`config.mk`:
```
export PLATFORM = sky130hd
export DESIGN_NAME = bbox_sample_iter_flat
export DESIGN_NICKNAME = d
export VERILOG_FILES = /design/src/rtl/rast_iter_pkg.sv /design/src/rtl/bbox_sample_iter_if.sv /design/src/rtl/bbox_sample_iter_adv.sv /design/src/rtl/bbox_sample_iter.sv /design/src/flat_wrapper.sv
export SDC_FILE = /design/constraint.sdc
export NUM_CORES = 1
export LEC_CHECK = 0
export ABC_CLOCK_PERIOD_IN_PS = 8000
export CAP_MARGIN = 5
export CELL_PAD_IN_SITES_DETAIL_PLACEMENT = 0
export CELL_PAD_IN_SITES_GLOBAL_PLACEMENT = 1
export CORE_AREA = 10 10 273 275
export CTS_CLUSTER_DIAMETER = 40
export DETAILED_ROUTE_END_ITERATION = 8
export DIE_AREA = 0 0 283 285
export DONT_BUFFER_PORTS = 1
export GPL_TIMING_DRIVEN = 1
export PLACE_DENSITY_LB_ADDON = 0.15
export SYNTH_ARGS = -nofsm -noshare
export SYNTH_HDL_FRONTEND = slang
export SYNTH_HIERARCHICAL = 1
export SYNTH_SLANG_ARGS = --single-unit
export TNS_END_PERCENT = 50
```
`constraint.sdc`:
```
create_clock -name clk -period 8 [get_ports clk]
set_input_delay 1.6 -clock clk [delete_from_list [all_inputs] [get_ports clk]]
set_output_delay 1.6 -clock clk [all_outputs]
set_load 0.01 [all_outputs]
```
`src/rtl/rast_iter_pkg.sv`:
```
// Shared types, constants and the subsample step helper for the rasterizer
// sample iterator.
package rast_iter_pkg;

    localparam int SIGFIG = 24;
    localparam int RADIX  = 10;
    localparam int VERTS  = 3;
    localparam int AXIS   = 3;
    localparam int COLORS = 3;

    typedef logic signed [SIGFIG-1:0] fix_t;
    typedef fix_t [AXIS-1:0]          vert_t;
    typedef vert_t [VERTS-1:0]        tri_t;
    typedef logic [COLORS-1:0][SIGFIG-1:0] color_t;
    typedef fix_t [1:0]               pt_t;   // [0]=x, [1]=y
    typedef pt_t [1:0]                box_t;  // [0]=lower-left, [1]=upper-right

    localparam logic [0:0] WAIT = 1'b0;
    localparam logic [0:0] TEST = 1'b1;

    localparam logic [3:0] SS_8X8 = 4'b0001;
    localparam logic [3:0] SS_4X4 = 4'b0010;
    localparam logic [3:0] SS_2X2 = 4'b0100;
    localparam logic [3:0] SS_1X1 = 4'b1000;

    // Non-one-hot codes fall back to one sample per pixel so the walk still ends.
    function automatic fix_t ss_step(input logic [3:0] ss, input int radix);
        fix_t s;
        case (ss)
            SS_8X8:  s = fix_t'(1) << (radix - 3);
            SS_4X4:  s = fix_t'(1) << (radix - 2);
            SS_2X2:  s = fix_t'(1) << (radix - 1);
            default: s = fix_t'(1) << radix;
        endcase
        return s;
    endfunction

endpackage

```
`src/rtl/bbox_sample_iter_if.sv`:
```
// Bounding-box stage to sample-test stage bundle. validTri_R13H is accepted only
// on a cycle where halt_R13L=1; upstream holds its data otherwise.
interface bbox_sample_iter_if;
    import rast_iter_pkg::*;

    tri_t       tri_R13S;
    color_t     color_R13U;
    box_t       box_R13S;
    logic       validTri_R13H;
    logic [3:0] subSample_RnnnnU;
    logic       halt_R13L;
    tri_t       tri_R14S;
    color_t     color_R14U;
    pt_t        sample_R14S;
    logic       validSamp_R14H;
    logic [0:0] state_dbg;

    modport slave (
        input  tri_R13S, color_R13U, box_R13S, validTri_R13H, subSample_RnnnnU,
        output halt_R13L, tri_R14S, color_R14U, sample_R14S, validSamp_R14H, state_dbg
    );

    modport master (
        output tri_R13S, color_R13U, box_R13S, validTri_R13H, subSample_RnnnnU,
        input  halt_R13L, tri_R14S, color_R14U, sample_R14S, validSamp_R14H, state_dbg
    );

endinterface

```
`src/rtl/bbox_sample_iter_adv.sv`:
```
// Next raster position within the box and last-sample detection. Sums are one
// bit wider so a box edge near the most positive value cannot wrap.
module bbox_sample_iter_adv
    import rast_iter_pkg::*;
(
    input  fix_t x,
    input  fix_t y,
    input  fix_t ll_x,
    input  fix_t ur_x,
    input  fix_t ur_y,
    input  fix_t step,
    output fix_t next_x,
    output fix_t next_y,
    output logic last
);

    logic signed [SIGFIG:0] sum_x;
    logic signed [SIGFIG:0] sum_y;
    logic signed [SIGFIG:0] ur_x_w;
    logic signed [SIGFIG:0] ur_y_w;

    always_comb begin
        sum_x  = {x[SIGFIG-1], x} + {1'b0, step};
        sum_y  = {y[SIGFIG-1], y} + {1'b0, step};
        ur_x_w = {ur_x[SIGFIG-1], ur_x};
        ur_y_w = {ur_y[SIGFIG-1], ur_y};
        next_x = x;
        next_y = y;
        last   = 1'b0;
        if (sum_x <= ur_x_w) begin
            next_x = sum_x[SIGFIG-1:0];
        end else if (sum_y <= ur_y_w) begin
            next_x = ll_x;
            next_y = sum_y[SIGFIG-1:0];
        end else begin
            last = 1'b1;
        end
    end

endmodule

```
`src/rtl/bbox_sample_iter.sv`:
```
// Walks every subsample position of a triangle's bounding box in raster order,
// one candidate sample per cycle, accepting the next triangle on the last sample.
module bbox_sample_iter
    import rast_iter_pkg::*;
(
    input  logic clk,
    input  logic rst,
    bbox_sample_iter_if.slave bus
);

    logic [0:0] state;
    tri_t       tri_q;
    color_t     color_q;
    fix_t       ll_x;
    fix_t       ur_x;
    fix_t       ur_y;
    fix_t       x;
    fix_t       y;
    logic       valid;
    fix_t       step;
    fix_t       next_x;
    fix_t       next_y;
    logic       last;
    logic       halt;
    logic       load;

    assign step = ss_step(bus.subSample_RnnnnU, RADIX);

    bbox_sample_iter_adv u_adv (
        .x      (x),
        .y      (y),
        .ll_x   (ll_x),
        .ur_x   (ur_x),
        .ur_y   (ur_y),
        .step   (step),
        .next_x (next_x),
        .next_y (next_y),
        .last   (last)
    );

    // halt depends only on registered state, never on validTri_R13H.
    assign halt = (state == WAIT) | ((state == TEST) & last);
    assign load = halt & bus.validTri_R13H;

    always_ff @(posedge clk or negedge rst) begin
        if (!rst) begin
            state   <= WAIT;
            tri_q   <= '0;
            color_q <= '0;
            ll_x    <= '0;
            ur_x    <= '0;
            ur_y    <= '0;
            x       <= '0;
            y       <= '0;
            valid   <= 1'b0;
        end else if (load) begin
            state   <= TEST;
            tri_q   <= bus.tri_R13S;
            color_q <= bus.color_R13U;
            ll_x    <= bus.box_R13S[0][0];
            ur_x    <= bus.box_R13S[1][0];
            ur_y    <= bus.box_R13S[1][1];
            x       <= bus.box_R13S[0][0];
            y       <= bus.box_R13S[0][1];
            valid   <= 1'b1;
        end else if (state == TEST) begin
            if (last) begin
                state <= WAIT;
                valid <= 1'b0;
            end else begin
                x <= next_x;
                y <= next_y;
            end
        end
    end

    assign bus.halt_R13L      = halt;
    assign bus.tri_R14S       = tri_q;
    assign bus.color_R14U     = color_q;
    assign bus.sample_R14S[0] = x;
    assign bus.sample_R14S[1] = y;
    assign bus.validSamp_R14H = valid;
    assign bus.state_dbg      = state;

    a_ss_one_hot: assert property (@(posedge clk) disable iff (!rst)
        $onehot(bus.subSample_RnnnnU));

endmodule

```
`src/flat_wrapper.sv`:
```
// flat-port wrapper written by rule: the top's interface ports become plain ports
module bbox_sample_iter_flat import rast_iter_pkg::*;
  (clk, rst, bus_tri_R13S, bus_color_R13U, bus_box_R13S, bus_validTri_R13H, bus_subSample_RnnnnU, bus_halt_R13L, bus_tri_R14S, bus_color_R14U, bus_sample_R14S, bus_validSamp_R14H, bus_state_dbg);
  bbox_sample_iter_if bus_i ();
  input  logic clk;
  input  logic rst;
  input wire logic [$bits(bus_i.tri_R13S)-1:0] bus_tri_R13S;
  input wire logic [$bits(bus_i.color_R13U)-1:0] bus_color_R13U;
  input wire logic [$bits(bus_i.box_R13S)-1:0] bus_box_R13S;
  input wire logic [$bits(bus_i.validTri_R13H)-1:0] bus_validTri_R13H;
  input wire logic [$bits(bus_i.subSample_RnnnnU)-1:0] bus_subSample_RnnnnU;
  output wire logic [$bits(bus_i.halt_R13L)-1:0] bus_halt_R13L;
  output wire logic [$bits(bus_i.tri_R14S)-1:0] bus_tri_R14S;
  output wire logic [$bits(bus_i.color_R14U)-1:0] bus_color_R14U;
  output wire logic [$bits(bus_i.sample_R14S)-1:0] bus_sample_R14S;
  output wire logic [$bits(bus_i.validSamp_R14H)-1:0] bus_validSamp_R14H;
  output wire logic [$bits(bus_i.state_dbg)-1:0] bus_state_dbg;
  assign bus_i.tri_R13S = bus_tri_R13S;
  assign bus_i.color_R13U = bus_color_R13U;
  assign bus_i.box_R13S = bus_box_R13S;
  assign bus_i.validTri_R13H = bus_validTri_R13H;
  assign bus_i.subSample_RnnnnU = bus_subSample_RnnnnU;
  assign bus_halt_R13L = bus_i.halt_R13L;
  assign bus_tri_R14S = bus_i.tri_R14S;
  assign bus_color_R14U = bus_i.color_R14U;
  assign bus_sample_R14S = bus_i.sample_R14S;
  assign bus_validSamp_R14H = bus_i.validSamp_R14H;
  assign bus_state_dbg = bus_i.state_dbg;
  bbox_sample_iter u_core (.clk(clk), .rst(rst), .bus(bus_i));
endmodule
```
=== Word-level counts from Yosys, hierarchy flattened ===
Cells that the tools add are included.

* Add/subtract/negate cells: 2
* Multipliers: 0
* Div/mod/pow operators: 0
* $lt $le $gt $ge: 2
* Eq/ne operators: 5
* Shift operators: 0
* Muxes and demuxes: 19
* Bitwise operators: 4
* Reduce and logical (&&, ||, !) cells: 7

{| class="wikitable"
|+ Operators with widths
! cell !! count
|-
| $mux 24 || 10
|-
| $le 25x24->1 || 2
|-
| $pmux 11 s3 || 1
|-
| $add 24x12->25 || 1
|-
| $add 25x24->25 || 1
|-
| $mux 1 || 8
|-
| $reduce_bool 2->1 || 3
|-
| $eq 4x1->1 const B || 1
|-
| $eq 4x2->1 const B || 1
|-
| $eq 4x3->1 const B || 1
|-
| $reduce_and 4->1 || 1
|-
| $reduce_and 3->1 || 1
|-
| $reduce_bool 3->1 || 1
|-
| $and 1x1->1 || 2
|-
| $ne 2x1->1 const B || 1
|-
| $ne 2x2->1 const B || 1
|-
| $reduce_and 2->1 || 1
|-
| $not 1->1 || 1
|-
| $or 1x1->1 || 1
|}

* Bits in registers: 410
* Bits in latches: 0
* Memory bits (writable): 0
* Memory bits (read-only): 0
* Output and inout bits: 339
* Memories kept: 0

=== Depth between registers and ports, before layout ===
* Word-level depth: 11
* Depth in mapped cells: 28
* Mapped depth without buffers: 23

=== Cells and area by module ===
Netlist, hierarchy kept.

{| class="wikitable"
|+ By module, submodules not included
! module !! times used !! cells each !! area each (µm²) !! sequential area each (µm²)
|-
| bbox_sample_iter || 1 || 985 || 17023.8 || 10259.8
|-
| bbox_sample_iter_adv || 1 || 597 || 4394.2 || 0.0
|}

=== Least setup slack after synthesis ===
OpenSTA, ideal clock, no wires.

* Path kind: input -> output
* From: input bus_subSample_RnnnnU[0]
* To: output bus_halt_R13L
* Data arrival time: 5.888 ns
* Data required time: 6.400 ns
* Path slack: 0.512 ns
* Stages on the path: 20
* Cell sequence: or2_2 nor3b_1 ha_1 a21oi_1 o21ai_0 and2_1 o41ai_2 a21oi_1 a311o_1 ha_1 nand4_1 nor3_1 a2111o_1 o31ai_4 buf_6 buf_6 nor2_1 nor2b_1 buf_6 inv_4

* Longest elaborated chain between the ends: 8
* Elaborated cells between the ends (all ways): 12
* Classes of those cells: 2 x add/sub; 2 x order compare; 3 x eq/ne; 3 x mux; 2 x bitwise

{| class="wikitable"
|+ RTL lines
! item !! RTL line !! RTL
|-
| start: declaration || flat_wrapper.sv:11 || <nowiki>input wire logic [$bits(bus_i.subSample_RnnnnU)-1:0] bus_subSample_RnnnnU;</nowiki>
|-
| $eq 4x3->1, or another cell as far along || rast_iter_pkg.sv:29 || <nowiki>case (ss)</nowiki>
|-
| $pmux 11 s3 * || rast_iter_pkg.sv:29 ||
|-
| net u_core.step[8] || bbox_sample_iter.sv:20 || <nowiki>fix_t step;</nowiki>
|-
| $add 25x24->25 || bbox_sample_iter_adv.sv:24 || <nowiki>sum_y = {y[SIGFIG-1], y} + {1'b0, step};</nowiki>
|-
| $le 25x24->1 || bbox_sample_iter_adv.sv:32 || <nowiki>end else if (sum_y <= ur_y_w) begin</nowiki>
|-
| $mux 1 || bbox_sample_iter_adv.sv:32 ||
|-
| $mux 1 * || bbox_sample_iter_adv.sv:30 || <nowiki>if (sum_x <= ur_x_w) begin</nowiki>
|-
| net u_core.last || bbox_sample_iter.sv:23 || <nowiki>logic last;</nowiki>
|-
| $and 1x1->1 * || bbox_sample_iter.sv:42 || <nowiki>assign halt = (state == WAIT) | ((state == TEST) & last);</nowiki>
|-
| $or 1x1->1 * || bbox_sample_iter.sv:42 ||
|-
| end: declaration || flat_wrapper.sv:12 || <nowiki>output wire logic [$bits(bus_i.halt_R13L)-1:0] bus_halt_R13L;</nowiki>
|}

The timed path passes the listed nets; every way through them passes the cells marked *.

=== Worst setup path after layout ===
Ends and elaborated chain as after synthesis.

==> flow_metrics.env <==
export IMPL_die_x_um=283
export IMPL_fillers=6676
export IMPL_critPathSlowestCell="a2111oi_0"
export IMPL_synth_most_common_cell="dfrtp_1"
export IMPL_synth_distinct_cells=63
export IMPL_maxSlewViolCount=0
export IMPL_wl_per_cell_um=29.7
export IMPL_synth_warnings=6
export IMPL_cts_tree="yes"
export IMPL_yosys_area_top_type_share_pct=47.9
export IMPL_r2r_start="u_core/y[8]"
export IMPL_crit_type="in -> out"
export IMPL_synth_main_ff_cell="dfrtp_1"
export IMPL_hold_viol_final=0
export IMPL_grt_pass1_vias=13900
export IMPL_leakage_nw=12.1
export IMPL_path_max_fanout=5
export IMPL_reg2regPathDepth=21
export IMPL_postCtsSetupBuffers=0
export IMPL_grt_pass1_wl_mm=112
export IMPL_cts_root_buf="clkbuf_16"
export IMPL_dp_hpwl_mm=63.3
export IMPL_fmax_mhz=133
export IMPL_powerDensity_nw_per_um2=679
export IMPL_rows=97
export IMPL_finalSetupViolCount=0
export IMPL_clockBufferDepth=3
export IMPL_min_to="u_core/ur_y[22]"
export IMPL_synth_cells=1582
export IMPL_holdWs_ns=0.502
export IMPL_htree_num_levels=3
export IMPL_maxCapViolations=0
export IMPL_antenna_found_initial=34
export IMPL_finalSetupTns_ns=0
export IMPL_dieArea_um2=80700
export IMPL_fin_util_pct=36.8
export IMPL_outcome="completed"
export IMPL_drc=0
export IMPL_vias=13000
export IMPL_syn_to_final_growth_pct=18.9
export IMPL_grt_util_all_layers_pct=19.2
export IMPL_worstHoldStart="u_core/ur_y[22]"
export IMPL_yosysSeqAreaShare_pct=47.9
export IMPL_required_ns=6.40
export IMPL_ys_async_sr_fraction_pct=100
export IMPL_end_kind="output port"
export IMPL_worst_hold_path_type="reg -> reg"
export IMPL_portBuffers=0
export IMPL_hold_depth=1
export IMPL_drt_antenna_violating_nets=0
export IMPL_clkTransAtPathRegs_ns=0.04
export IMPL_first_iter_violations=589
export IMPL_critPathMostFrequentCell="o21ai_0"
export IMPL_yosys_area_top_type="dfrtp_1"
export IMPL_r2r_setup_slack_ns=2.48
export IMPL_syn_area_um2=21400
export IMPL_fin_crit_ns=7.53
export IMPL_synth_seq_cells=410
export IMPL_startpoint_type="input port"
export IMPL_die_y_um=285
export IMPL_cts_buffers=85
export IMPL_synth_edff_count=0
export IMPL_netlist_top_cells_count="dfrtp_1, mux2_4, ha_1"
export IMPL_clock_skew_ns=0.0312
export IMPL_path_cells="or2_2 > nor3b_1 > buf_4 > ha_1 > a21oi_1 > o21ai_0 > and2_1 > nor3_1 > o21ai_0 > a2111oi_0 > nor3_1 > ha_1 > nand2_1 > nor2_1 > a211oi_1 > o21ai_0 > nor2b_1 > o31ai_4 > nor2_1 > nor2b_4 > inv_4"
export IMPL_initial_core_util_pct=30.9
export IMPL_finalCritPeriodShare_pct=94.1
export IMPL_slew_headroom_pct=33.8
export IMPL_cp_slowest_stage_delay_ns=0.45
export IMPL_drive_gt1_share_pct=32.5
export IMPL_ir_worst_vdd_uv=661
export IMPL_syn_area_per_cell_um2=13.5
export IMPL_drt_wl_total_mm=79.8
export IMPL_r2r_end="u_core/y[17]"
export IMPL_firstDrtPassIters=5
export IMPL_arrival_ns=5.93
export IMPL_nets=2158
export IMPL_boundaryPins=730
export IMPL_grt_max_degree=411
export IMPL_gp_congestion=0.809
export IMPL_cts_sink_count=410
export IMPL_tightest_slew_ns=0.993
export IMPL_overflow=0
export IMPL_via_per_inst=4.83
export IMPL_rsz0062_at_grt="false"
export IMPL_core_um2=69300
export IMPL_clock_latency_ns=0.63
export IMPL_synth_area_leaders="dfrtp_1, mux2_4, ha_1"
worst max-delay path, delay by kind of cell:
kind	cells	cell delay, ns
AO/OA/AOI/OAI	7	1.71
adder cells (fa/ha/maj)	2	0.60
buffers and inverters	2	0.26
AND/OR/NAND/NOR	10	1.76
through the flow:
stage	instance area [µm²]	total power (W)	cells	setup WS, ns
2_1_floorplan	21600	0.0118	1622	0.512
3_3_place_gp	22400	0.0137	2520	0.304
3_5_place_dp	22400	0.0137	2520	0.272
4_1_cts	25400	0.0175	2676	0.256
5_1_grt	25500	0.0185	2680	0.0847
6_report	25500	0.0173	2682	0.472
power breakdown:
group | internal, W | switching, W | total, W | leakage [nW]
Sequential | 0.00327 | 0.00182 | 0.00509 | 4.83
Clock | 0.00242 | 0.00127 | 0.00369 | 1.46
Combinational | 0.00459 | 0.00394 | 0.00853 | 5.80
flip-flops by register name (all words and copies together), names as in the netlist, 24 cells and up:
name,cells
u_core/y,24
u_core/ll_x,24
u_core/ur_x,24
u_core/x,24
u_core/bus.color_R14U,72
u_core/ur_y,24
u_core/bus.tri_R14S,216
cell type report:
type | count | area, µm² | area share [%]
Timing Repair Buffer | 24 | 293 | 1.15
Multi-Input combinational cell | 1080 | 10400 | 41.0
Tap cell | 940 | 1180 | 4.62
Clock inverter | 47 | 689 | 2.71
Inverter | 66 | 250 | 0.983
Sequential cell | 410 | 10300 | 40.3
Antenna cell | 6 | 15.0 | 0.0590
Clock buffer | 109 | 2340 | 9.18
layout by cell type (no fill, tap or decap), types with 13 or more instances in the layout:
| cell | n |
|---|---|
| mux2_2 | 84 |
| ha_1 | 98 |
| dfrtp_1 | 410 |
| clkbuf_1 | 13 |
| nand2_1 | 91 |
| conb_1 | 41 |
| nor2_1 | 32 |
| a21o_1 | 22 |
| nor3_1 | 18 |
| o21ai_0 | 86 |
| a21oi_1 | 61 |
| mux2_1 | 19 |
| inv_1 | 65 |
| buf_4 | 15 |
| nand3_1 | 16 |
| mux2_4 | 300 |
| xor2_1 | 16 |
| xnor2_1 | 20 |
| clkbuf_16 | 86 |
| mux2i_1 | 64 |
cell families after synthesis:
family	Yosys count	share of synthesized area (%)
buffers and inverters	132	4.17
other	1	0.0175
and+or+nand+nor	204	4.47
muxes	467	29.4
xor gates and xnor gates	36	1.47
AOI/OAI and AO/OA	232	6.62
adders and majority gates	100	5.91
DFF	410	47.9
layer usage:
layer,GRT usage [%],vias up,wire (µm)
met1,21.1,6381,30000
li1,-,5846,-
met2,30.0,542,36600
met3,10.7,157,9830
met5,0,-,217
met4,8.60,34,3160
worst max path at each step:
stage | start | cells after the start | slack (ns) | endpoint
6_report | bus_subSample_RnnnnU[0] | 21 | 0.47 | bus_halt_R13L
4_1_cts | bus_subSample_RnnnnU[0] | 17 | 0.26 | bus_halt_R13L
3_5_place_dp | bus_subSample_RnnnnU[0] | 17 | 0.27 | bus_halt_R13L
2_1_floorplan | bus_subSample_RnnnnU[0] | 20 | 0.51 | bus_halt_R13L
3_3_place_gp | bus_subSample_RnnnnU[0] | 18 | 0.30 | bus_halt_R13L
5_1_grt | bus_subSample_RnnnnU[0] | 21 | 0.08 | bus_halt_R13L
timing repair:
item	CTS	global route
resized for setup	0	4
endpoints found under the setup margin	0	1
hold buffers	0	0
(Power assumes the default switching activity.)
==> RTL change 1, RTL diff (same flow settings) <==
Change the package constant `COLORS` from 3 to 5.
--- a/src/rtl/rast_iter_pkg.sv
+++ b/src/rtl/rast_iter_pkg.sv
@@ -6,7 +6,7 @@
     localparam int RADIX  = 10;
     localparam int VERTS  = 3;
     localparam int AXIS   = 3;
-    localparam int COLORS = 3;
+    localparam int COLORS = 5;
 
     typedef logic signed [SIGFIG-1:0] fix_t;
     typedef fix_t [AXIS-1:0]          vert_t;
Ports: changed (resized bus_color_R13U and bus_color_R14U); port bits go from 730 to 826. No check against the original RTL was run, so the function may have changed too.
==> RTL change 1 against the original RTL <==
Setup slack got worse by 0.087 ns; total power grew 7.6%; clock skew grew 0.0071 ns; count of clock-buffer cells in the layout stayed put; maximum frequency down 1.1%; area after synthesis up 6.1%; sequential power up 15%; sequential cell count rose by 48; wire length increased by 21%; non-clock buffer count increased by 10; cell area is 6.7% higher.
==> RTL change 1: results (changes against the original RTL) <==
Post-place setup slack -> 0.0638 ns (-0.208 ns)
Crit path DAT -> 6.01 ns (+0.08 ns)
Hpwl dp -> 78.8 mm (+24%)
Status -> finished, final reports clean
First DRT Iteration DRCs -> 740 (+26%)
Synthesized area per cell -> 13.5 um^2 (-0.37%)
GP Congestion -> 0.923 (+14%)
Most frequent cells after synthesis -> 458 x dfrtp_1, 232 x mux2_2, 200 x mux2_4
Slowest stage cell, crit path -> or4_1
Post-synthesis xor/xnor area fraction -> 0.0139 (-0.000840)
Largest net degree at the start of global routing -> 459 (+12%)
Worst-Margin Slew -> 1.21 ns (+0.219 ns)
LEAKAGE -> 12.6 nW (+4.0%)
Initial antenna violation count -> 67 (+97%)
Post-Place Cell Area -> 0.0239 mm^2 (+6.8%)
Nets -> 2316 (+7.3%)
Max VDD drop -> 0.388 mV (-41%)
Routed wl met3 -> 14.5 mm (+47%)
Met3 Use GR -> 0.159 (+0.0517)
DP Cell Count -> 2626 (+4.2%)
Fraction of the mapped netlist area in adder cells -> 0.0557 (-0.00337)
Number of global-route vias before repair -> 14900 (+7.1%)
Routed wire length -> 96.4 mm (+21%)
Drt wl/cell -> 34.4 um (+15%)
Layout cells sized above 1 -> 0.343 (+0.0176)
DRT Pass-1 Iters -> 4 (-1)
Post-synthesis mux area share -> 0.285 (-0.00953)
Part of the power in combinational logic -> 0.472 (-0.021)
CP peak stage delay -> 0.59 ns (+0.14 ns)
WL met1 -> 37.5 mm (+25%)
Compound-Gate Fraction of Synth Area -> 0.0624 (-0.00378)
Sequential cell area fraction in the yosys report -> 0.505 (+0.0255)
Vias post-DR -> 14300 (+10%)
GR Util met2 -> 0.347 (+0.0469)
Met1 Resource Use GR -> 0.268 (+0.0566)
Layout Skew -> 0.0383 ns (+0.00705 ns)
## RTL change 1: cell count changes in the layout (fill, tap and decap cells not counted), sizes merged
cell | before | now
buf | 24 | 34
bufinv | 10 | 13
clkinv | 21 | 26
clkinvlp | 7 | 3
dfrtp | 410 | 458
diode | 6 | 16
inv | 75 | 80
mux2 | 403 | 451
## RTL change 1: timing repair
item,in CTS,in global routing
buffers inserted,0,0
resized for setup,0,4
endpoints found under the setup margin,0,1
## RTL change 1: worst paths after layout
kind | from | to | slack (ns) | cells past startpoint
min in group asynchronous | rst | u_core/bus.tri_R14S[67] | 0.68 | 0
max in group asynchronous | rst | u_core/bus.tri_R14S[1] | 6.34 | 0
worst min-delay path | u_core/ll_x[22] | u_core/ll_x[22] | 0.50 | 1
worst max register to register | u_core/y[8] | u_core/y[4] | 2.34 | 20
worst min register to register | u_core/ll_x[22] | u_core/ll_x[22] | 0.50 | 1
worst max-delay path | bus_subSample_RnnnnU[0] | bus_halt_R13L | 0.39 | 20
## RTL change 1: cell type report
class / instances / area [um^2] / share of cell area
Multi-Input combinational cell: 1128 / 10600 / 0.390
Tap cell: 940 / 1180 / 0.0433
Clock buffer: 109 / 2410 / 0.0887
Antenna cell: 16 / 40.0 / 0.00147
Clock inverter: 56 / 811 / 0.0298
Inverter: 66 / 248 / 0.00911
Sequential cell: 458 / 11500 / 0.422
Timing Repair Buffer: 34 / 443 / 0.0163
## RTL change 1: power by group through the flow
stage	Clock, mW	Combinational [mW]	Sequential, mW
2_1_floorplan	0	7.41	4.76
3_3_place_gp	0	8.69	5.90
3_5_place_dp	0	8.79	5.89
4_1_cts	4.06	8.82	5.88
5_1_grt	4.17	9.61	5.99
6_report	3.98	8.79	5.84
==> RTL change 2, RTL diff (config.mk and constraints unchanged) <==
Made on the original files. Reset style: synchronous (`rst`), changed in one clocked block.
--- a/src/rtl/bbox_sample_iter.sv
+++ b/src/rtl/bbox_sample_iter.sv
@@ -42,7 +42,7 @@
     assign halt = (state == WAIT) | ((state == TEST) & last);
     assign load = halt & bus.validTri_R13H;
 
-    always_ff @(posedge clk or negedge rst) begin
+    always_ff @(posedge clk) begin
         if (!rst) begin
             state   <= WAIT;
             tri_q   <= '0;
Formal check against the unedited RTL: not equivalent (a bounded check fails within 4 cycles, from zero or initial values and one cycle with rst low; the reset may be asserted at any time).
==> RTL change 2 against the original RTL <==
The run now ends with max-slew violations left; first-iteration DRC count up 52%; final cell count up 27%; critical path depth down 3; area after synthesis down 3.1%; cell area down 3.1%; sequential cell count unchanged; wire length down 3.5%; setup slack worse by 0.19 ns; register-to-register slack worse by 0.33 ns.
Power is not compared: it rests on default switching activity, and its combinational part moved more than twofold at a synthesized area within 25%.
==> RTL change 2: results (changes against the original RTL) <==
Largest net degree at the start of global routing -> 771 (+88%)
Hold Slack -> 0.456 ns (-0.0459 ns)
Root Driver -> clkbuf_16
Post-synth cell types -> 59 (-6.3%)
FF-to-FF End -> u_core/y[12]
Origin of the critical flop-to-flop path -> u_core/x[9]
CP peak stage delay -> 0.52 ns (+0.07 ns)
Nets -> 2876 (+33%)
Most frequent cells after synthesis -> 764 x nand2_1, 423 x mux2i_1, 410 x dfxtp_1
WL met1 -> 30.1 mm (+0.23%)
Global-route wire length before repair -> 111 mm (-0.66%)
Violated checks -> max-slew violations
First DRT Iteration DRCs -> 896 (+52%)
FFs w/ async S/R, synth -> 0 (-1.00)
Mapped Cells -> 2385 (+51%)
Status -> complete, but fails checks
Met2 WL -> 38.6 mm (+5.5%)
FILL cells -> 7185 (+7.6%)
Hold EP -> u_core/ll_x[9]
Sequential cell area fraction in the yosys report -> 0.395 (-0.0836)
Clock Path Buffers -> 3 (unchanged)
Worst-Margin Slew -> 1.65 ns (+0.654 ns)
Total CTS buffers -> 84 (-1.2%)
GP Congestion -> 0.850 (+5.1%)
Hpwl dp -> 58.5 mm (-7.6%)
Layout Skew -> 0.0340 ns (+0.00276 ns)
Register area -> 0.00821 mm^2 (-20%)
Fraction of the mapped netlist area in adder cells -> 0.0610 (+0.00188)
Final Non-Filler Cells -> 3396 (+27%)
Number of global-route vias before repair -> 16300 (+17%)
Drt wl/cell -> 22.7 um (-24%)
R2r setup slk -> 2.15 ns (-0.33 ns)
Post-Place Cell Area -> 0.0216 mm^2 (-3.8%)
Post-synthesis mux area share -> 0.227 (-0.0671)
Ranking of synthesized cells by area -> dfxtp_1 40%, mux2i_1 20%, nand2_1 14%, ha_1 5.9%, a21oi_1 2.6%
Min-delay src -> u_core/ll_x[9]
Layout cells sized above 1 -> 0.0856 (-0.240)
DP Cell Count -> 3239 (+29%)
Pins Over Slew Limit -> 219 (+219)
Vias/cell -> 4.81 (-0.49%)
Gr usage total -> 0.179 (-0.0125)
Initial antenna violation count -> 3 (-91%)
Slowest stage cell, crit path -> nor4b_1
Hold Path Depth -> 2 (+1)
Compound-Gate Fraction of Synth Area -> 0.0800 (+0.0139)
-- RTL change 2: cell types whose count changed in the layout (fill, tap and decap cells not counted), sizes merged, moves of 6 or more --
| cell | change |
|---|---|
| a21oi | +46 |
| bufinv | +6 |
| clkbuf | -9 |
| dfrtp | -410 |
| dfxtp | +410 |
| mux2 | -360 |
| mux2i | +359 |
| nand2 | +672 |
-- RTL change 2: layout make-up --
type / instances / share of cell area
Multi-Input combinational cell: 1796 / 0.470
Sequential cell: 410 / 0.333
Clock buffer: 100 / 0.0908
Tap cell: 940 / 0.0477
Clock inverter: 55 / 0.0345
Timing Repair Buffer: 27 / 0.0143
Inverter: 66 / 0.0100
Antenna cell: 2 / 0.000203
-- RTL change 2: power by group --
| group | leakage, nW | total (mW) | switching [mW] | internal (mW) |
|---|---|---|---|---|
| clock network | 1.49 | 3.79 | 1.25 | 2.54 |
| logic | 5.92 | 3.26 | 1.80 | 1.45 |
| registers | 3.38 | 3.25 | 0.715 | 2.53 |
-- RTL change 2: per-layer routing --
layer  vias up  GRT usage
met4         4     0.0467
li1       8056          -
met3        85     0.0719
met5         -          0
met2       508      0.317
met1      7677      0.197
-- RTL change 2: worst max-delay path by stage --
stage / slack (ns) / startpoint / to
finish: 0.28 / bus_subSample_RnnnnU[1] / bus_halt_R13L
global route: 0.05 / bus_subSample_RnnnnU[1] / bus_halt_R13L
CTS: 0.28 / bus_subSample_RnnnnU[1] / bus_halt_R13L
detailed placement: 0.30 / bus_subSample_RnnnnU[1] / bus_halt_R13L
global placement: 0.37 / bus_subSample_RnnnnU[0] / bus_halt_R13L
floorplan: 0.35 / bus_subSample_RnnnnU[1] / bus_halt_R13L
